--- config.mk ---
export PLATFORM = sky130hd
export DESIGN_NAME = mac_16_scheduler
export DESIGN_NICKNAME = d
export VERILOG_FILES = /design/src/rtl/mac_16_scheduler.sv
export SDC_FILE = /design/constraint.sdc
export NUM_CORES = 1
export LEC_CHECK = 0
export CORE_MARGIN = 5
export CORE_UTILIZATION = 46
export DETAILED_ROUTE_END_ITERATION = 10
export GPL_ROUTABILITY_DRIVEN = 0
export PLACE_DENSITY_LB_ADDON = 0.25
export SLEW_MARGIN = 15
export SYNTH_ARGS = -nofsm -noshare
export SYNTH_HDL_FRONTEND = slang
export SYNTH_SLANG_ARGS = --single-unit
export TNS_END_PERCENT = 30
--- constraint.sdc ---
create_clock -name clk -period 2.5 [get_ports clk]
set_input_delay 0.5 -clock clk [delete_from_list [all_inputs] [get_ports clk]]
set_output_delay 0.5 -clock clk [all_outputs]
set_load 0.01 [all_outputs]
--- src/rtl/mac_16_scheduler.sv ---
// Tile scheduler for a 16-row MAC array: clears the accumulators, streams
// ksteps*16 operand reads through the array, then holds the result for handoff.
module mac_16_scheduler #(
  parameter int KSTEP_W = 8,
  parameter int ADDR_W  = 12
) (
  input  logic               clk,
  input  logic               rst,
  input  logic               cmd_valid,
  output logic               cmd_ready,
  input  logic [1:0]         cmd_mode,
  input  logic [KSTEP_W-1:0] cmd_ksteps,
  output logic               buf_rd_en,
  output logic [ADDR_W-1:0]  buf_rd_addr,
  output logic               mac_rst_n,
  output logic               mac_is_int8_mode,
  output logic               mac_is_int4_mode,
  output logic               mac_is_vsq,
  output logic [3:0]         mac_slot,
  output logic               res_valid,
  input  logic               res_ready,
  output logic               done,
  output logic               err_illegal,
  output logic               busy
);

  typedef enum logic [2:0] {
    S_IDLE,
    S_CLEAR,
    S_FILL,
    S_RUN,
    S_DRAIN
  } state_t;

  typedef enum logic [1:0] {
    MODE_INT8 = 2'b00,
    MODE_INT4 = 2'b01,
    MODE_VSQ  = 2'b10,
    MODE_BAD  = 2'b11
  } mode_t;

  state_t             state_q, state_d;
  mode_t              mode_q;
  logic [KSTEP_W-1:0] ksteps_q;
  logic [KSTEP_W-1:0] kstep_q, kstep_d;
  logic [3:0]         slot_q, slot_d;
  logic               mac_rst_n_q;
  logic               err_q;

  logic cmd_legal;
  logic accept;
  logic reject;
  logic in_run;
  logic last_kstep;
  logic final_run;
  logic run_read;

  assign cmd_legal  = (mode_t'(cmd_mode) != MODE_BAD) && (cmd_ksteps != '0);
  assign last_kstep = (kstep_q == ksteps_q - KSTEP_W'(1));
  assign in_run     = (state_q == S_RUN);
  assign final_run  = in_run && (slot_q == 4'd15) && last_kstep;
  assign run_read   = in_run && !final_run;

  // The slot counter doubles as the CLEAR timer so the clear window spans
  // exactly one full slot period of the array.
  // NOTE: every signal assigned in an always_comb gets a default first, so no
  // path through the case leaves it unassigned and no latch is inferred.
  always_comb begin
    state_d = state_q;
    slot_d  = slot_q;
    kstep_d = kstep_q;
    accept  = 1'b0;
    reject  = 1'b0;
    case (state_q)
      S_IDLE: begin
        slot_d  = '0;
        kstep_d = '0;
        if (cmd_valid) begin
          if (cmd_legal) begin
            accept  = 1'b1;
            state_d = S_CLEAR;
          end else begin
            reject  = 1'b1;
          end
        end
      end
      S_CLEAR: begin
        slot_d = slot_q + 4'd1;
        if (slot_q == 4'd15) state_d = S_FILL;
      end
      S_FILL: state_d = S_RUN;
      S_RUN: begin
        slot_d = slot_q + 4'd1;
        if (slot_q == 4'd15) begin
          kstep_d = kstep_q + KSTEP_W'(1);
          if (last_kstep) begin
            kstep_d = '0;
            state_d = S_DRAIN;
          end
        end
      end
      S_DRAIN: begin
        if (res_ready) state_d = S_IDLE;
      end
      default: state_d = S_IDLE;
    endcase
  end

  // NOTE: sequential state uses non-blocking assignments so every register
  // samples the pre-edge values, independent of statement order.
  always_ff @(posedge clk) begin
    if (rst) begin
      state_q     <= S_IDLE;
      slot_q      <= '0;
      kstep_q     <= '0;
      mode_q      <= MODE_INT8;
      ksteps_q    <= '0;
      mac_rst_n_q <= 1'b0;
      err_q       <= 1'b0;
    end else begin
      state_q     <= state_d;
      slot_q      <= slot_d;
      kstep_q     <= kstep_d;
      mac_rst_n_q <= (state_d != S_CLEAR);
      err_q       <= reject;
      if (accept) begin
        mode_q   <= mode_t'(cmd_mode);
        ksteps_q <= cmd_ksteps;
      end
    end
  end

  // During RUN the address leads mac_slot by one to cover the buffer latency.
  assign buf_rd_en   = (state_q == S_FILL) || run_read;
  assign buf_rd_addr = run_read ? ADDR_W'({kstep_q, slot_q}) + ADDR_W'(1) : '0;

  assign mac_rst_n        = mac_rst_n_q;
  assign mac_is_int8_mode = in_run && (mode_q == MODE_INT8);
  assign mac_is_int4_mode = in_run && (mode_q == MODE_INT4);
  assign mac_is_vsq       = in_run && (mode_q == MODE_VSQ);
  assign mac_slot         = in_run ? slot_q : 4'd0;

  assign cmd_ready   = (state_q == S_IDLE);
  assign busy        = (state_q != S_IDLE);
  assign res_valid   = (state_q == S_DRAIN);
  assign done        = (state_q == S_DRAIN) && res_ready;
  assign err_illegal = err_q;

endmodule
=== Yosys cells after proc, flatten, opt, wreduce, memory -nomap -nowiden ===
Index checks and enable logic that the tools add are counted.

* $add $sub $neg: 4
* $mul: 0
* Divide/modulo/power cells: 0
* Magnitude comparators: 0
* Eq/ne operators: 11
* Shift-type cells: 0
* Multiplexer cells: 17
* Bitwise gates (word level): 2
* Reduce and logical (&&, ||, !) cells: 19

{| class="wikitable"
|+ Operators by type and width
! operator !! count
|-
| $mux 3 || 6
|-
| $mux 8 || 2
|-
| $pmux 8 s2 || 1
|-
| $pmux 3 s5 || 1
|-
| $add 12x1->12 const B || 1
|-
| $mux 12 || 1
|-
| $add 8x1->8 const B || 1
|-
| $eq 8x8->1 || 1
|-
| $logic_and 1x1->1 || 8
|-
| $pmux 4 s2 || 1
|-
| $reduce_bool 8->1 || 1
|-
| $sub 8x1->8 const B || 1
|-
| $eq 3x2->1 const B || 2
|-
| $add 4x1->4 const B || 1
|-
| $eq 4x4->1 const B || 1
|-
| $mux 1 || 4
|-
| $mux 4 || 1
|-
| $reduce_bool 2->1 || 2
|-
| $eq 3x1->1 const B || 1
|-
| $eq 3x3->1 const B || 1
|-
| $logic_not 3->1 || 1
|-
| $ne 3x1->1 const B || 1
|-
| $reduce_bool 3->1 || 1
|-
| $reduce_or 3->1 || 1
|-
| 10 further kinds || 11
|}

* Register bits after elaboration: 27
* Latch bits: 0
* Bits in writable memories: 0
* Memory bits (read-only): 0
* Bits of input ports: 14
* Output and inout bits: 26
* Word-level logic and storage cells: 60
* Memories: 0

=== Depth between registers and ports, before layout ===
* Word-level depth: 6
* Gate-level depth with buffers: 10
* Mapped depth without buffers: 8

=== Least setup slack after synthesis ===
Ideal clock, no wire load.

* Path kind: register -> output
* From: register ksteps_q[2]
* To: output buf_rd_addr[10]
* Arrival: 2124 ps
* Data required time: 2000 ps
* Setup slack: -124 ps
* Stages on the path, launching flop included: 9
* Path buffers: 2
* Cells stage by stage: dfxtp_1 > or4_4 > nor3_1 > a31oi_1 > or4_1 > buf_6 > o21ai_4 > buf_6 > nor2_1

* Longest elaborated chain between the ends: 6

{| class="wikitable"
|+ RTL lines
! item !! line !! text
|-
| start, declared || 44 || <nowiki>logic [KSTEP_W-1:0] ksteps_q;</nowiki>
|-
| start signal, assigned || 128 || <nowiki>ksteps_q <= cmd_ksteps;</nowiki>
|-
| $sub 8x1->8 || 59 || <nowiki>assign last_kstep = (kstep_q == ksteps_q - KSTEP_W'(1));</nowiki>
|-
| $eq 8x8->1 || 59 ||
|-
| $logic_and 1x1->1 || 61 || <nowiki>assign final_run = in_run && (slot_q == 4'd15) && last_kstep;</nowiki>
|-
| $logic_not 1->1 || 62 || <nowiki>assign run_read = in_run && !final_run;</nowiki>
|-
| $logic_and 1x1->1 || 62 ||
|-
| $mux 12 || 135 || <nowiki>assign buf_rd_addr = run_read ? ADDR_W'({kstep_q, slot_q}) + ADDR_W'(1) : '0;</nowiki>
|-
| end, declared || 14 || <nowiki>output logic [ADDR_W-1:0] buf_rd_addr,</nowiki>
|}

No other way between the ends.

=== Final worst setup path ===
* From: register ksteps_q[3]
* To: output buf_rd_addr[11]

Same word-level chain as after synthesis.

==> summary.txt <==
Status
  – Run status: complete, but fails checks
  – Failing checks: setup timing

Placed design
  – Dpl hpwl: 3574 um
  – Port Buffers: 39
  – Dpl cells: 335
  – Pre-CTS setup slack: -0.5160 ns

Finish
  – Layout Cells excl Fill: 341
  – Filler Cell Count: 358
  – Ant diodes: 0
  – Area delta synth->final: 35.01%
  – Core Util, Final: 65.34%
  – Layout cell share with drive strength beyond 1: 25.26%
  – Final net count: 311

Power and ir drop
  – Total design power: 891.5 uW
  – Leak: 0.001022 uW
  – Peak supply drop: 0.3285 mV
  – PwrDens: 364.5 nW/um^2

Drt
  – Routed length per instance: 13.89 um
  – First-pass detailed-route iteration total: 5
  – Routed Antenna Nets: 0
  – Number of remaining DRC errors: 0
  – Vias: 1826
  – Iteration-0 DRC Markers: 142
  – DRT Wirelength: 4737 um
  – Drt via density: 5.355

Yosys
  – Seq/Total Area, Yosys: 29.83%
  – Average cell area after synthesis: 7.946 um^2
  – Post-synth cell types: 49
  – Synth async-reset ratio: 0%
  – Cells after synthesis: 228
  – Synthesized Nets: 245
  – #FFs+latches synth: 27
  – Synth Warn #: 0
  – Post-Syn Area: 1812 um^2
  – Synth Flop Type: dfxtp_1
  – Post-synth EDFFs: 0

CTS
  – CTS root buffer: clkbuf_8
  – TritonCTS buffer count: 3
  – Depth of the CTS H-tree: 1
  – CTS tree: done
  – Worst-path clk slew: 0.09 ns
  – Sinks on Clock Net: 27
  – Worst skew pair latency: 0.27 ns
  – CTS max path bufs: 2

Timing
  – Final setup viols: 12
  – Final WS setup: -0.4799 ns
  – Max Slew Vio Count: 0
  – Final period utilization: 119.2%
  – Slew margin rel.: 64.82%
  – Post-layout minimum cycle time: 2.980 ns
  – Worst Tran Pin Value: 0.5260 ns
  – RSZ-0062 raised after global routing: true
  – Hold Slack: 0.5489 ns
  – Post-Route Skew: 0.004877 ns
  – F_max: 0.3356 GHz
  – Final hold violations: 0

GRT
  – GRT Util Overall: 18.09%
  – Vias in the first global route: 1649
  – Initial antenna violation count: 0
  – Largest net degree at the start of global routing: 16
  – First-pass GRT wire length: 7714 um
  – Grt total ovfl: 0

Worst setup path
  – CP Data Arrival Time: 2.48 ns
  – Crit path required time: 2.00 ns
  – Slowest cell delay on critical path: 0.56 ns
  – WS Path Type: reg -> out
  – Crit path capture type: primary output
  – Crit-path most repeated cell: or4_4
  – Worst path cell trace: or4_4, nor2_4, xnor2_1, or4_4, o21ai_4, buf_6, nor2_1, buf_2
  – Worst path bufs/invs: 2
  – CP max stage cell: or4_4
  – Delay-heaviest family, CP: simple AND/OR/NAND/NOR gates
  – CP Max Fanout: 5
  – CP startpoint kind: flip-flop

Die
  – Die width: 72.76 um
  – Initial core utilization: 48.40%
  – I/O Pins: 40
  – Area of the core: 3744 um^2
  – DIE AREA: 5293 um^2
  – Row count: 22
  – Die Ht: 72.76 um

Worst hold path
  – HP Class: reg -> reg

Flow run
  – Max-Cap Viols: 0
-- kinds of logic (layout without fill, tap and decap cells) --
| logic type | count (synthesis) | after routing | share of synthesized area [%] |
|---|---|---|---|
| and+or+nand+nor | 112 | 112 | 31.98 |
| AOI/OAI and AO/OA | 36 | 36 | 13.26 |
| DFF | 27 | 27 | 29.83 |
| buffers and inverters | 24 | 89 | 9.599 |
| xor gates and xnor gates | 16 | 16 | 7.735 |
| muxes | 10 | 10 | 5.525 |
| adders and majority gates | 3 | 3 | 2.072 |
-- cells in the final DEF (no fill, tap or decap), types with 3 or more instances in the layout --
| master | instances |
|---|---|
| nor2_1 | 37 |
| buf_4 | 33 |
| clkdlybuf4s50_1 | 27 |
| dfxtp_1 | 23 |
| nand2_1 | 14 |
| nor3_1 | 13 |
| nand3_1 | 12 |
| xnor2_1 | 12 |
| buf_2 | 11 |
| mux2i_1 | 10 |
| inv_1 | 7 |
| a31oi_1 | 7 |
| o21ai_0 | 7 |
| a21oi_1 | 6 |
| buf_6 | 5 |
| and2_1 | 4 |
| xor2_1 | 4 |
| and3_1 | 4 |
| dfxtp_2 | 4 |
| or2b_2 | 3 |
| nand4_1 | 3 |
| nand2b_1 | 3 |
| nor4_1 | 3 |
| a22oi_1 | 3 |
| clkbuf_8 | 3 |
-- layout make-up --
type | instances | area, um^2 | share of cell area, %
Inverter | 9 | 33.78 | 1.381
Tap cell | 48 | 60.06 | 2.455
Clock buffer | 3 | 41.29 | 1.688
Multi-Input combinational cell | 177 | 1131 | 46.24
Sequential cell | 27 | 545.5 | 22.30
Timing Repair Buffer | 76 | 629.4 | 25.73
Clock inverter | 1 | 5.005 | 0.2046
-- per-stage QoR --
stage	cell area (um^2)	TNS, ns
final	2446	-5.554
after global routing	2446	-6.654
after CTS	2424	-5.600
after detailed placement	2395	-5.973
after global placement	2395	-5.684
after floorplan	1822	-0.3994
-- path summary, 6_finish.rpt --
check / from / endpoint / slack (ns) / cells past startpoint
hold reg to reg: ksteps_q[7] / ksteps_q[7] / 0.55 / 2
setup / recovery: ksteps_q[3] / buf_rd_addr[11] / -0.48 / 8
setup reg to reg: ksteps_q[3] / state_q[2] / 0.28 / 7
hold / removal: ksteps_q[7] / ksteps_q[7] / 0.55 / 2
-- power breakdown --
| group | internal [uW] | leakage (uW) | switching [uW] |
|---|---|---|---|
| clock | 112 | 0.0000255 | 140 |
| combinational | 95.3 | 0.000775 | 84.9 |
| sequential | 447 | 0.000221 | 12.8 |
-- synthesized netlist by cell type, types with 2 or more instances --
cell type | number | area [um^2]
and2_1 | 4 | 25.02
nand2b_1 | 3 | 18.77
nand4_1 | 3 | 18.77
and3_1 | 4 | 25.02
clkbuf_1 | 5 | 18.77
inv_1 | 8 | 30.03
nor2_1 | 39 | 146.4
a31oi_1 | 7 | 43.79
buf_6 | 4 | 45.04
dfxtp_1 | 27 | 540.5
o21ai_0 | 9 | 45.04
a21oi_1 | 7 | 35.03
nand3_1 | 12 | 60.06
or2b_2 | 3 | 26.28
nand2_1 | 14 | 52.55
xnor2_1 | 12 | 105.1
ha_1 | 3 | 37.54
nand4b_1 | 2 | 17.52
clkbuf_8 | 2 | 27.53
nor3_1 | 14 | 70.07
xor2_1 | 4 | 35.03
nor3b_1 | 2 | 15.01
nor4_1 | 3 | 18.77
a22oi_1 | 3 | 22.52
mux2i_1 | 10 | 100.1
-- registers in the layout, summed over array words and instances, names as in the netlist --
| name | cells |
|---|---|
| kstep_q | 8 |
| ksteps_q | 8 |
| slot_q | 4 |
| state_q | 3 |
| mode_q | 2 |
| err_illegal | 1 |
| mac_rst_n | 1 |
-- per-layer routing --
layer / track usage [%] / part of all wire, %
met1: 26.25 / 48
met2: 27.66 / 45
met3: 2.755 / 6.8
met4: 4.918 / 1.1
met5: 0 / 0
-- worst reg2reg max path, stage by stage (launching register included) --
cell and delay [ns]:
dfxtp_2 0.33, or4_4 0.56, nor2_4 0.12, xnor2_1 0.07, or4_4 0.56, buf_4 0.20, nor2_8 0.15, o221a_1 0.18
-- timing repair --
action	in CTS	in global routing
resized for setup	59	5
hold buffers	0	0
buffers inserted	3	1
endpoints found under the setup margin	12	15
pin swaps	6	2
Power figures use the tool's default switching activity.
